==> src/rtl/isa_pkg.sv <==
// isa_pkg: opcode encoding, field-offset helpers and operand-usage lookups for the
// 16-bit / 8-opcode ISA. The lookup functions are shared with the execute stage, so
// they take only the opcode and carry no datapath width.
package isa_pkg;

  typedef enum logic [2:0] {
    SET   = 3'd0,  // rd <- imm
    LDPX  = 3'd1,  // rd <- [rs1]
    MODEX = 3'd2,  // rd <- f(rs1, rs2)
    STPX  = 3'd3,  // [rs1] <- rd, no register write
    CMPEQ = 3'd4,  // rd <- (rs1 == rs2)
    JEQ   = 3'd5,  // conditional jump to addr
    J     = 3'd6,  // jump to addr
    ADD   = 3'd7   // rd <- rd + imm
  } opcode_e;

  // Field positions, opcode in the top OPC_W bits, then rd, rs1, rs2.
  function automatic int unsigned rd_msb(input int unsigned arq, input int unsigned opc_w);
    return arq - opc_w - 1;
  endfunction

  function automatic int unsigned rs1_msb(input int unsigned arq, input int unsigned opc_w,
                                          input int unsigned reg_w);
    return arq - opc_w - reg_w - 1;
  endfunction

  function automatic int unsigned rs2_msb(input int unsigned arq, input int unsigned opc_w,
                                          input int unsigned reg_w);
    return arq - opc_w - 2 * reg_w - 1;
  endfunction

  function automatic int unsigned addr_width(input int unsigned arq, input int unsigned opc_w);
    return arq - opc_w;
  endfunction

  function automatic int unsigned imm_width(input int unsigned arq, input int unsigned opc_w,
                                            input int unsigned reg_w);
    return arq - opc_w - reg_w;
  endfunction

  function automatic bit reads_rd(input opcode_e op);
    return op inside {STPX, ADD};
  endfunction

  function automatic bit reads_rs1(input opcode_e op);
    return op inside {LDPX, MODEX, STPX, CMPEQ};
  endfunction

  function automatic bit reads_rs2(input opcode_e op);
    return op inside {MODEX, CMPEQ};
  endfunction

  function automatic bit writes_rd(input opcode_e op);
    return op inside {SET, LDPX, MODEX, CMPEQ, ADD};
  endfunction

endpackage

==> src/rtl/instr_decode_stage_if.sv <==
// instr_decode_stage_if: fetch-side and execute-side handshakes of the decode stage,
// plus the writeback retire port and flush.
//   slave  : the decode stage (consumes instr/out_ready/wb/flush, drives in_ready/out_*)
//   master : the surrounding pipeline or a testbench driving the stage
interface instr_decode_stage_if #(
  parameter int unsigned ARQ    = 16,
  parameter int unsigned OPC_W  = 3,
  parameter int unsigned REG_W  = 3,
  parameter int unsigned DATA_W = 16
);

  logic                 in_valid;
  logic                 in_ready;
  logic [ARQ-1:0]       instr;
  logic                 out_valid;
  logic                 out_ready;
  logic [OPC_W-1:0]     out_opcode;
  logic [REG_W-1:0]     out_rd;
  logic [REG_W-1:0]     out_rs1;
  logic [REG_W-1:0]     out_rs2;
  logic [ARQ-OPC_W-1:0] out_addr;
  logic [DATA_W-1:0]    out_imm;
  logic                 out_wr_en;
  logic                 out_illegal;
  logic                 wb_valid;
  logic [REG_W-1:0]     wb_rd;
  logic                 flush;

  modport slave (
    input  in_valid, instr, out_ready, wb_valid, wb_rd, flush,
    output in_ready, out_valid, out_opcode, out_rd, out_rs1, out_rs2, out_addr, out_imm,
           out_wr_en, out_illegal
  );

  modport master (
    output in_valid, instr, out_ready, wb_valid, wb_rd, flush,
    input  in_ready, out_valid, out_opcode, out_rd, out_rs1, out_rs2, out_addr, out_imm,
           out_wr_en, out_illegal
  );

endinterface

==> src/rtl/reg_scoreboard.sv <==
// reg_scoreboard: one pending-write bit per architectural register.
//   clk_i, rst_ni      : clock, asynchronous active-low reset (clears all bits)
//   set_i, set_rd_i    : mark a register as having a write in flight
//   clr_i, clr_rd_i    : writeback retired that register
//   busy_o             : registered busy vector
// A set and clear of the same register in one cycle leaves it busy: the newly issued
// write is younger than the one retiring.
module reg_scoreboard #(
  parameter int unsigned REG_W = 3
) (
  input  logic                  clk_i,
  input  logic                  rst_ni,
  input  logic                  set_i,
  input  logic [REG_W-1:0]      set_rd_i,
  input  logic                  clr_i,
  input  logic [REG_W-1:0]      clr_rd_i,
  output logic [2**REG_W-1:0]   busy_o
);

  logic [2**REG_W-1:0] busy_d, busy_q;

  always_comb begin
    busy_d = busy_q;
    if (clr_i) busy_d[clr_rd_i] = 1'b0;
    if (set_i) busy_d[set_rd_i] = 1'b1;
  end

  always_ff @(posedge clk_i or negedge rst_ni) begin
    if (!rst_ni) busy_q <= '0;
    else         busy_q <= busy_d;
  end

  assign busy_o = busy_q;

endmodule

==> src/rtl/instr_decode_stage.sv <==
// instr_decode_stage: registered decode between fetch and execute.
//   clk, rst_n : clock, asynchronous active-low reset
//   bus        : instr_decode_stage_if.slave - fetch handshake (in_valid/in_ready/instr),
//                execute handshake (out_valid/out_ready/out_*), writeback retire
//                (wb_valid/wb_rd) and flush
// Splits the instruction into fields, stalls on read-after-write hazards using a register
// scoreboard plus the held instruction, and holds the result in one output register.
module instr_decode_stage
  import isa_pkg::*;
#(
  parameter int unsigned ARQ        = 16,
  parameter int unsigned OPC_W      = 3,
  parameter int unsigned REG_W      = 3,
  parameter int unsigned DATA_W     = 16,
  parameter bit          IMM_SIGNED = 1'b0
) (
  input logic                 clk,
  input logic                 rst_n,
  instr_decode_stage_if.slave bus
);

  localparam int unsigned RdMsb  = rd_msb(ARQ, OPC_W);
  localparam int unsigned Rs1Msb = rs1_msb(ARQ, OPC_W, REG_W);
  localparam int unsigned Rs2Msb = rs2_msb(ARQ, OPC_W, REG_W);
  localparam int unsigned AddrW  = addr_width(ARQ, OPC_W);
  localparam int unsigned ImmW   = imm_width(ARQ, OPC_W, REG_W);
  localparam int unsigned NRegs  = 2**REG_W;

  // Raw fields straight from the instruction word
  logic [OPC_W-1:0]  opc_raw;
  opcode_e           op;
  logic              illegal;
  logic [REG_W-1:0]  raw_rd, raw_rs1, raw_rs2;
  logic [AddrW-1:0]  raw_addr;
  logic [ImmW-1:0]   raw_imm;
  logic [DATA_W-1:0] imm_ext;

  assign opc_raw  = bus.instr[ARQ-1 -: OPC_W];
  assign op       = opcode_e'(opc_raw[2:0]);
  assign raw_rd   = bus.instr[RdMsb -: REG_W];
  assign raw_rs1  = bus.instr[Rs1Msb -: REG_W];
  assign raw_rs2  = bus.instr[Rs2Msb -: REG_W];
  assign raw_addr = bus.instr[AddrW-1:0];
  assign raw_imm  = bus.instr[ImmW-1:0];

  // Only opcodes beyond the 8 defined ones are illegal; a 3-bit field can't hold one.
  if (OPC_W > 3) begin : g_wide_opc
    assign illegal = |opc_raw[OPC_W-1:3];
  end else begin : g_narrow_opc
    assign illegal = 1'b0;
  end

  always_comb begin
    if (IMM_SIGNED) imm_ext = DATA_W'($signed(raw_imm));
    else            imm_ext = DATA_W'(raw_imm);
  end

  // Decoded fields; fields the opcode does not use are forced to 0
  logic [OPC_W-1:0]  dec_opcode;
  logic [REG_W-1:0]  dec_rd, dec_rs1, dec_rs2;
  logic [AddrW-1:0]  dec_addr;
  logic [DATA_W-1:0] dec_imm;
  logic              dec_wr_en;

  always_comb begin
    dec_opcode = '0;
    dec_rd     = '0;
    dec_rs1    = '0;
    dec_rs2    = '0;
    dec_addr   = '0;
    dec_imm    = '0;
    dec_wr_en  = 1'b0;
    if (!illegal) begin
      dec_opcode = opc_raw;
      dec_wr_en  = writes_rd(op);
      unique case (op)
        SET, ADD: begin
          // rd doubles as the source for ADD; the imm field overlaps rs1/rs2
          dec_rd  = raw_rd;
          dec_rs1 = raw_rd;
          dec_imm = imm_ext;
        end
        LDPX, STPX: begin
          dec_rd  = raw_rd;
          dec_rs1 = raw_rs1;
        end
        MODEX, CMPEQ: begin
          dec_rd  = raw_rd;
          dec_rs1 = raw_rs1;
          dec_rs2 = raw_rs2;
        end
        JEQ, J: begin
          dec_addr = raw_addr;
        end
      endcase
    end
  end

  // Output register bank
  logic              out_valid_d, out_valid_q;
  logic [OPC_W-1:0]  out_opcode_d, out_opcode_q;
  logic [REG_W-1:0]  out_rd_d, out_rd_q;
  logic [REG_W-1:0]  out_rs1_d, out_rs1_q;
  logic [REG_W-1:0]  out_rs2_d, out_rs2_q;
  logic [AddrW-1:0]  out_addr_d, out_addr_q;
  logic [DATA_W-1:0] out_imm_d, out_imm_q;
  logic              out_wr_en_d, out_wr_en_q;
  logic              out_illegal_d, out_illegal_q;

  // Hazard detection: scoreboard bits are registered, so a writeback clears the stall
  // only from the following cycle. The held instruction counts as a pending write too.
  logic [NRegs-1:0] sb_busy, busy_vec;
  logic             hazard, in_ready, accept, issue;

  always_comb begin
    busy_vec = sb_busy;
    if (out_valid_q && out_wr_en_q) busy_vec[out_rd_q] = 1'b1;
  end

  assign hazard = bus.in_valid & ~illegal &
                  ((reads_rd(op)  & busy_vec[raw_rd])  |
                   (reads_rs1(op) & busy_vec[raw_rs1]) |
                   (reads_rs2(op) & busy_vec[raw_rs2]));

  assign in_ready = rst_n & ~bus.flush & ~hazard & (~out_valid_q | bus.out_ready);
  assign accept   = bus.in_valid & in_ready;
  // A flushed instruction never issues, so it never claims a scoreboard bit.
  assign issue    = out_valid_q & bus.out_ready & out_wr_en_q & ~bus.flush;

  reg_scoreboard #(
    .REG_W (REG_W)
  ) u_scoreboard (
    .clk_i    (clk),
    .rst_ni   (rst_n),
    .set_i    (issue),
    .set_rd_i (out_rd_q),
    .clr_i    (bus.wb_valid),
    .clr_rd_i (bus.wb_rd),
    .busy_o   (sb_busy)
  );

  always_comb begin
    out_valid_d   = out_valid_q;
    out_opcode_d  = out_opcode_q;
    out_rd_d      = out_rd_q;
    out_rs1_d     = out_rs1_q;
    out_rs2_d     = out_rs2_q;
    out_addr_d    = out_addr_q;
    out_imm_d     = out_imm_q;
    out_wr_en_d   = out_wr_en_q;
    out_illegal_d = out_illegal_q;
    if (bus.flush) begin
      out_valid_d = 1'b0;
    end else if (accept) begin
      out_valid_d   = 1'b1;
      out_opcode_d  = dec_opcode;
      out_rd_d      = dec_rd;
      out_rs1_d     = dec_rs1;
      out_rs2_d     = dec_rs2;
      out_addr_d    = dec_addr;
      out_imm_d     = dec_imm;
      out_wr_en_d   = dec_wr_en;
      out_illegal_d = illegal;
    end else if (bus.out_ready) begin
      out_valid_d = 1'b0;
    end
  end

  always_ff @(posedge clk or negedge rst_n) begin
    if (!rst_n) begin
      out_valid_q   <= 1'b0;
      out_opcode_q  <= '0;
      out_rd_q      <= '0;
      out_rs1_q     <= '0;
      out_rs2_q     <= '0;
      out_addr_q    <= '0;
      out_imm_q     <= '0;
      out_wr_en_q   <= 1'b0;
      out_illegal_q <= 1'b0;
    end else begin
      out_valid_q   <= out_valid_d;
      out_opcode_q  <= out_opcode_d;
      out_rd_q      <= out_rd_d;
      out_rs1_q     <= out_rs1_d;
      out_rs2_q     <= out_rs2_d;
      out_addr_q    <= out_addr_d;
      out_imm_q     <= out_imm_d;
      out_wr_en_q   <= out_wr_en_d;
      out_illegal_q <= out_illegal_d;
    end
  end

  assign bus.in_ready    = in_ready;
  assign bus.out_valid   = out_valid_q;
  assign bus.out_opcode  = out_opcode_q;
  assign bus.out_rd      = out_rd_q;
  assign bus.out_rs1     = out_rs1_q;
  assign bus.out_rs2     = out_rs2_q;
  assign bus.out_addr    = out_addr_q;
  assign bus.out_imm     = out_imm_q;
  assign bus.out_wr_en   = out_wr_en_q;
  assign bus.out_illegal = out_illegal_q;

endmodule

==> src/flat_wrapper.sv <==
// flat-port wrapper written by rule: the top's interface ports become plain ports
module instr_decode_stage_flat import isa_pkg::*;
#(
  parameter int unsigned ARQ        = 16,
  parameter int unsigned OPC_W      = 3,
  parameter int unsigned REG_W      = 3,
  parameter int unsigned DATA_W     = 16,
  parameter bit          IMM_SIGNED = 1'b0
)
  (clk, rst_n, bus_in_valid, bus_instr, bus_out_ready, bus_wb_valid, bus_wb_rd, bus_flush, bus_in_ready, bus_out_valid, bus_out_opcode, bus_out_rd, bus_out_rs1, bus_out_rs2, bus_out_addr, bus_out_imm, bus_out_wr_en, bus_out_illegal);
  instr_decode_stage_if #(.ARQ(ARQ), .OPC_W(OPC_W), .REG_W(REG_W), .DATA_W(DATA_W)) bus_i ();
  input logic clk;
  input logic rst_n;
  input wire logic [$bits(bus_i.in_valid)-1:0] bus_in_valid;
  input wire logic [$bits(bus_i.instr)-1:0] bus_instr;
  input wire logic [$bits(bus_i.out_ready)-1:0] bus_out_ready;
  input wire logic [$bits(bus_i.wb_valid)-1:0] bus_wb_valid;
  input wire logic [$bits(bus_i.wb_rd)-1:0] bus_wb_rd;
  input wire logic [$bits(bus_i.flush)-1:0] bus_flush;
  output wire logic [$bits(bus_i.in_ready)-1:0] bus_in_ready;
  output wire logic [$bits(bus_i.out_valid)-1:0] bus_out_valid;
  output wire logic [$bits(bus_i.out_opcode)-1:0] bus_out_opcode;
  output wire logic [$bits(bus_i.out_rd)-1:0] bus_out_rd;
  output wire logic [$bits(bus_i.out_rs1)-1:0] bus_out_rs1;
  output wire logic [$bits(bus_i.out_rs2)-1:0] bus_out_rs2;
  output wire logic [$bits(bus_i.out_addr)-1:0] bus_out_addr;
  output wire logic [$bits(bus_i.out_imm)-1:0] bus_out_imm;
  output wire logic [$bits(bus_i.out_wr_en)-1:0] bus_out_wr_en;
  output wire logic [$bits(bus_i.out_illegal)-1:0] bus_out_illegal;
  assign bus_i.in_valid = bus_in_valid;
  assign bus_i.instr = bus_instr;
  assign bus_i.out_ready = bus_out_ready;
  assign bus_i.wb_valid = bus_wb_valid;
  assign bus_i.wb_rd = bus_wb_rd;
  assign bus_i.flush = bus_flush;
  assign bus_in_ready = bus_i.in_ready;
  assign bus_out_valid = bus_i.out_valid;
  assign bus_out_opcode = bus_i.out_opcode;
  assign bus_out_rd = bus_i.out_rd;
  assign bus_out_rs1 = bus_i.out_rs1;
  assign bus_out_rs2 = bus_i.out_rs2;
  assign bus_out_addr = bus_i.out_addr;
  assign bus_out_imm = bus_i.out_imm;
  assign bus_out_wr_en = bus_i.out_wr_en;
  assign bus_out_illegal = bus_i.out_illegal;
  instr_decode_stage #(.ARQ(ARQ), .OPC_W(OPC_W), .REG_W(REG_W), .DATA_W(DATA_W), .IMM_SIGNED(IMM_SIGNED)) u_core (.clk(clk), .rst_n(rst_n), .bus(bus_i));
endmodule
==> config.mk <==
export PLATFORM = sky130hd
export DESIGN_NAME = instr_decode_stage_flat
export DESIGN_NICKNAME = d
export VERILOG_FILES = /design/src/rtl/isa_pkg.sv /design/src/rtl/instr_decode_stage_if.sv /design/src/rtl/reg_scoreboard.sv /design/src/rtl/instr_decode_stage.sv /design/src/flat_wrapper.sv
export SDC_FILE = /design/constraint.sdc
export NUM_CORES = 1
export LEC_CHECK = 0
export BUFFER_PORTS_ARGS = -buffer_cell sky130_fd_sc_hd__buf_2
export CAP_MARGIN = 20
export CORE_UTILIZATION = 35
export DETAILED_ROUTE_END_ITERATION = 10
export GPL_ROUTABILITY_DRIVEN = 0
export SLEW_MARGIN = 25
export SYNTH_ARGS = -nofsm -noshare
export SYNTH_HDL_FRONTEND = slang
export SYNTH_SLANG_ARGS = --single-unit
==> constraint.sdc <==
create_clock -name clk -period 5.9 [get_ports clk]
set_clock_uncertainty 0.1 [all_clocks]
set_input_delay 1.18 -clock clk [delete_from_list [all_inputs] [get_ports clk]]
set_output_delay 1.18 -clock clk [all_outputs]
set_load 0.01 [all_outputs]
# == Word-level counts from Yosys, hierarchy flattened ==
# Index checks and enable logic that the tools add are counted.
# W data, S select, Z words.
# op_classes
n_lt_le_gt_ge,7
n_bitwise,21
n_reduce_logical,15
n_eq_ne,7
mux,21
# op_table
operator,n
$mux W8,3
$lt A3 B4 Y1 const B,5
$or A8 B8 Y8,2
$mux W13,1
$eq A3 B3 Y1 const B,4
$and A1 B1 Y1,11
$mux W10,1
$bmux W1 S3,3
$and A8 B8 Y8,1
$mux W1,8
$not A8 Y8,1
$demux W1 S3,2
$eq A3 B2 Y1 const B,2
$ge A3 B1 Y1 const B,2
$mux W3,2
$pmux W3 S2,1
$reduce_or A2 Y1,3
$reduce_or A6 Y1,1
$reduce_bool A5 Y1,1
$reduce_bool A2 Y1,2
$reduce_bool A4 Y1,1
$reduce_or A4 Y1,1
$eq A3 B1 Y1 const B,1
$logic_and A1 B1 Y1,3
5 further kinds,9
# totals
in_bits,25
register_bits,51
wordCells,80
out_inout_bits,45

# == Longest topological paths before layout ==
# logic_depth
word_depth,18
ltp_mapped,9
ltp_nobuf,7

# == Modules after synthesis ==
# Synthesis repeated with hierarchy kept, for this count alone.
# hier_totals
cells_unflattened,251
area_unflattened_um2,2563.7
# by_module_without_submodules
mod,cells_each,n_inst,area_each_um2
instr_decode_stage,220,1,2177.1
reg_scoreboard,31,1,386.6

# == Worst setup path before layout ==
# OpenSTA, ideal clock, no wires.
# synth_path
path_type,input to output
from,in bus_instr[13]
to,out bus_in_ready
arrival_ns,3.025
path_buffers,2
required_ns,4.620
cell_stages,8
setup_slack_ns,1.595
cell_sequence,clkbuf_1 > o21a_1 > nor3_1 > a32oi_1 > o22ai_1 > a2111oi_4 > clkbuf_1 > o21a_1
# synth_between
elab_chain_cells,9
elab_cells_between_ends,17
classes_between,eq/ne: 5; bitwise: 9; reduce/logical: 3
# synth_lines
item,line,text
"start, declared",flat_wrapper.sv:15,input wire logic [$bits(bus_i.instr)-1:0] bus_instr;
"$eq A3 B1 Y1, or another cell as far along",isa_pkg.sv:46,"return op inside {LDPX, MODEX, STPX, CMPEQ};"
$reduce_bool A4 Y1 or $reduce_bool A2 Y1 (tied branches),"isa_pkg.sv:46, isa_pkg.sv:42",
$and A1 B1 Y1 (on tied branches),"instr_decode_stage.sv:122, instr_decode_stage.sv:121",
$or A1 B1 Y1,instr_decode_stage.sv:121,((reads_rd(op) & busy_vec[raw_rd]) |
$or A1 B1 Y1 *,instr_decode_stage.sv:122,(reads_rs1(op) & busy_vec[raw_rs1]) |
$and A1 B1 Y1 *,instr_decode_stage.sv:120,assign hazard = bus.in_valid & ~illegal &
$not A1 Y1 *,instr_decode_stage.sv:125,assign in_ready = rst_n & ~bus.flush & ~hazard & (~out_valid_q | bus.out_ready);
$and A1 B1 Y1 * (2 in a row),instr_decode_stage.sv:125,
"end, declared",flat_wrapper.sv:20,output wire logic [$bits(bus_i.in_ready)-1:0] bus_in_ready;
# Mark *: on every way between the ends. The rest lies on a longest branch, timed or not.

# == Final worst setup path ==
# Same ends and word-level chain as after synthesis.

==> impl_summary.md <==
Power and ir drop
The cell area power density is 286.4 nW/um2. The total chip power is 850.1 uW. The leakage dissipation is 1.442 nW. The peak ir drop on the vdd network is 120.3 uV.

Setup path
The kind of critical path is input port to output port. The startpoint of the worst register-to-register path is u_core.bus.out_rd[2]. The register-to-register setup slack is 2830 ps. The arrival time of data at the critical path endpoint is 3010 ps. The slowest stage cell on the critical path is sky130_fd_sc_hd__nor3_1.

In this run the worst path has a maximum fanout of 18. The depth of the most critical reg-to-reg path is 8. Grouping stages by cell kind, the critical path spends the most delay in compound AO/OA/AOI/OAI gates. Together, buffers and inverters on the worst path number 3. The type of destination of the critical path is an output port. At the worst endpoint, the required time is 4620 ps. The longest individual stage delay on the worst path is 390 ps.

Traced cell by cell, the critical path runs through buf_2 > o21a_1 > nor3_1 > a22oi_1 > o22ai_1 > a2111oi_4 > buf_4 > o21a_1 > buf_2. The nature of the critical path startpoint is an input port. The end of the worst register-to-register path is u_core.bus.out_opcode[0].

Outcome
The flow ran to the end, and the final reports show no timing, DRC or antenna violations.

Layout
At the end of the flow, the number of nets in the layout was 340. The repair_antennas step left the layout with diodes totalling 0. Registers take 1126 um2. The most frequent standard cell in the layout excluding fill and tap cells is sky130_fd_sc_hd__buf_2. Summing all multi-input logic gate instances after layout gives 1255 um2.

The filler cells instantiated in the layout total 687. The growth of design area from synthesis to finish is 18.13%. The share of the core filled with cells is 43.21%. The share of cells above drive strength 1 is 25.71%. The library cells used most frequently in the layout, excluding fill and tap cells, are 62 x sky130_fd_sc_hd__buf_2, 45 x sky130_fd_sc_hd__dfrtp_1, 22 x sky130_fd_sc_hd__nand2_1.

Route
The first detailed-routing pass took 4 iterations. The post-route DRC violation count is 0. The detailed-route vias per instance is 5.392. For this block, the routed nets add up to 6915 um of wire. The DRC violation total after the first TritonRoute iteration is 248.

Once detail routing completed, the nets flagged for antenna violations numbered 0. The routed via count is 2216. Dividing the detail-routed wire length by the instance count gives 16.82 um.

Clocking
The post-cts gate resize count is 0. The number of buffers created by CTS is 5. For this design, the sink count on the clock tree is 45. The tree is rooted in a sky130_fd_sc_hd__clkbuf_8. The number of hold buffers added after CTS was 0.

Clock-pin slew was measured on the worst setup and hold paths at 90 ps. The worst-case clock buffer depth is 2. The later pin in the worst-skew pair is clocked with a latency of 300 ps.

The TritonCTS clock tree is built. The maximum level of the CTS H-tree is 2. In this run the post-CTS setup repair buffer count came out at 0.

Placed design
Before CTS, the worst setup slack after placement is 1633 ps. The number of buffers inserted by port buffering is 62. The half-perimeter wire length after placement is 4934 um.

STA
The max-slew violation count is 0. The setup-violating endpoint count in the final report is 0. In the post-route analysis, the smallest setup slack over all paths is 1613 ps.

Of the available clock period, the critical path in the final layout requires 72.65%. The slew at the pin closest to its max-slew limit is 873.4 ps. The final sum of negative setup slack is 0 ps.

The max-slew headroom at the worst pin is 41.77%. The clock period could shrink to 4287 ps. The fmax is 233.3 MHz. Setup repair after global routing left no endpoint under its margin.

The number of hold violations in the final report is 0.

Die
The initialized floorplan defines 30 standard-cell rows. From bottom edge to top edge, the die measures 86.73 um. The die outline width is 86.73 um. The initial utilization of the core area, before any placement, comes to 36.58%. The total area inside the core boundary comes to 6869 um2. The boundary pin count is 70.

The floorplan step defined a die boundary enclosing 7521 um2.

Yosys
Synthesis produced 260 cells. Ranked by total cell area, the synthesized netlist is headed by sky130_fd_sc_hd__dfrtp_1 45%, sky130_fd_sc_hd__a22o_1 5.6%, sky130_fd_sc_hd__o2bb2ai_1 4.5%, sky130_fd_sc_hd__o21ai_0 4.0%, sky130_fd_sc_hd__and3_1 3.5%. The count of yosys warnings during synthesis is 0. The number of enable flip-flop cells after synthesis is 0. In this run the cell area of the synthesized design comes to 2512 um2.

The post-synthesis sequential area ratio is 44.82%. The number of flip-flops and latches in the synthesized netlist is 45. The cell type with the largest total area after synthesis is sky130_fd_sc_hd__dfrtp_1. The count of cell types in the netlist is 46. Counting flops with an async set or reset pin after synthesis yields a share of 100.0%. The share of the synthesized area in the top cell type is 44.82%. In the synthesized netlist the dominant register cell turns out to be sky130_fd_sc_hd__dfrtp_1.

The per-instance average area after synthesis is 9.663 um2.

Global route
The total overflow reported by the global router is 0. The number of global-route vias before repair was 2067. In the global route stage, overall resource usage came out at 19.06%. The largest net degree at the start of global routing is 46. The number of antenna violations at the first check in global routing came to 0. The global-route wire length before repair is 10920 um.

Worst hold path
The startpoint identified for the worst hold timing path is u_core.bus.out_addr[5]. The class of the worst hold path is register to register. The sink of the worst hold path is u_core.bus.out_addr[5]. The cell depth of the worst hold path is 1.

Job
The tool flagged a number of max-cap violations equal to 0.
==> flip-flops by register name, summed over array words and instances (netlist names) <==
signal,flops
u_core.u_scoreboard.busy_o,8
u_core.bus.out_rs2,3
u_core.bus.out_opcode,3
u_core.bus.out_imm,10
u_core.bus.out_addr,13
u_core.bus.out_rs1,3
u_core.bus.out_rd,3
u_core.bus.out_valid,1
u_core.bus.out_wr_en,1
==> cells in the mapped netlist (6+ instances only) <==
master                      number
sky130_fd_sc_hd__a22o_1         16
sky130_fd_sc_hd__mux2_2          6
sky130_fd_sc_hd__o21ai_0        20
sky130_fd_sc_hd__o2bb2ai_1      13
sky130_fd_sc_hd__nor2_1         13
sky130_fd_sc_hd__nor2b_1        11
sky130_fd_sc_hd__a21oi_1         7
sky130_fd_sc_hd__nand2_1        22
sky130_fd_sc_hd__nand2b_1        7
sky130_fd_sc_hd__and3_1         14
sky130_fd_sc_hd__dfrtp_1        45
sky130_fd_sc_hd__clkbuf_1       12
sky130_fd_sc_hd__buf_4           7
sky130_fd_sc_hd__inv_1           8
==> routing by layer <==
layer / vias up / global-route usage [%] / routed length, um
met5: - / 0 / 0
li1: 1053 / - / -
met4: 0 / 4.848 / 82
met2: 84 / 29.22 / 3182
met3: 7 / 3.524 / 485
met1: 1072 / 27.74 / 3164
==> cells by family after synthesis <==
family,after synthesis,share of synthesized area [%]
flops,45,44.82
mux,8,3.486
simple gates,95,20.62
compound gates,77,23.31
buf+inv,31,6.125
other cells,1,0.1493
xor+xnor,2,0.6973
fa+ha+maj,1,0.7968
==> cell type report <==
class                   count  area share [%]
inverters                   8           1.012
flip-flops and latches     45           37.94
clock buffers               6           2.445
repair buffers             64           10.96
multi-input cells         190           42.28
well taps                  96           4.047
clock inverters             2           1.307
==> power by group <==
part / switching, mW / leakage (nW) / internal, mW
Sequential: 0.0432 / 0.596 / 0.354
Clock: 0.110 / 0.0554 / 0.127
Combinational: 0.123 / 0.791 / 0.0924
Total: 0.276 / 1.44 / 0.574
==> worst max path at each step <==
stage | start | cells after the start | slack, ps | end
after detailed placement | bus_instr[15] | 9 | 1630 | bus_in_ready
after CTS | bus_instr[13] | 9 | 1630 | bus_in_ready
after global routing | bus_instr[14] | 9 | 1500 | bus_in_ready
final | bus_instr[13] | 9 | 1610 | bus_in_ready
after global placement | bus_instr[13] | 9 | 1700 | bus_in_ready
after floorplan | bus_instr[13] | 8 | 1590 | bus_in_ready
==> stage by stage <==
step           hold slack (ps)  std cells  cell area [um2]
2_1_floorplan            371.5        266             2535
3_3_place_gp             369.9        403             2856
3_5_place_dp             371.9        403             2856
4_1_cts                  400.3        411             2968
5_1_grt                  414.5        411             2968
6_report                 391.2        411             2968
(Power assumes the default switching activity.)
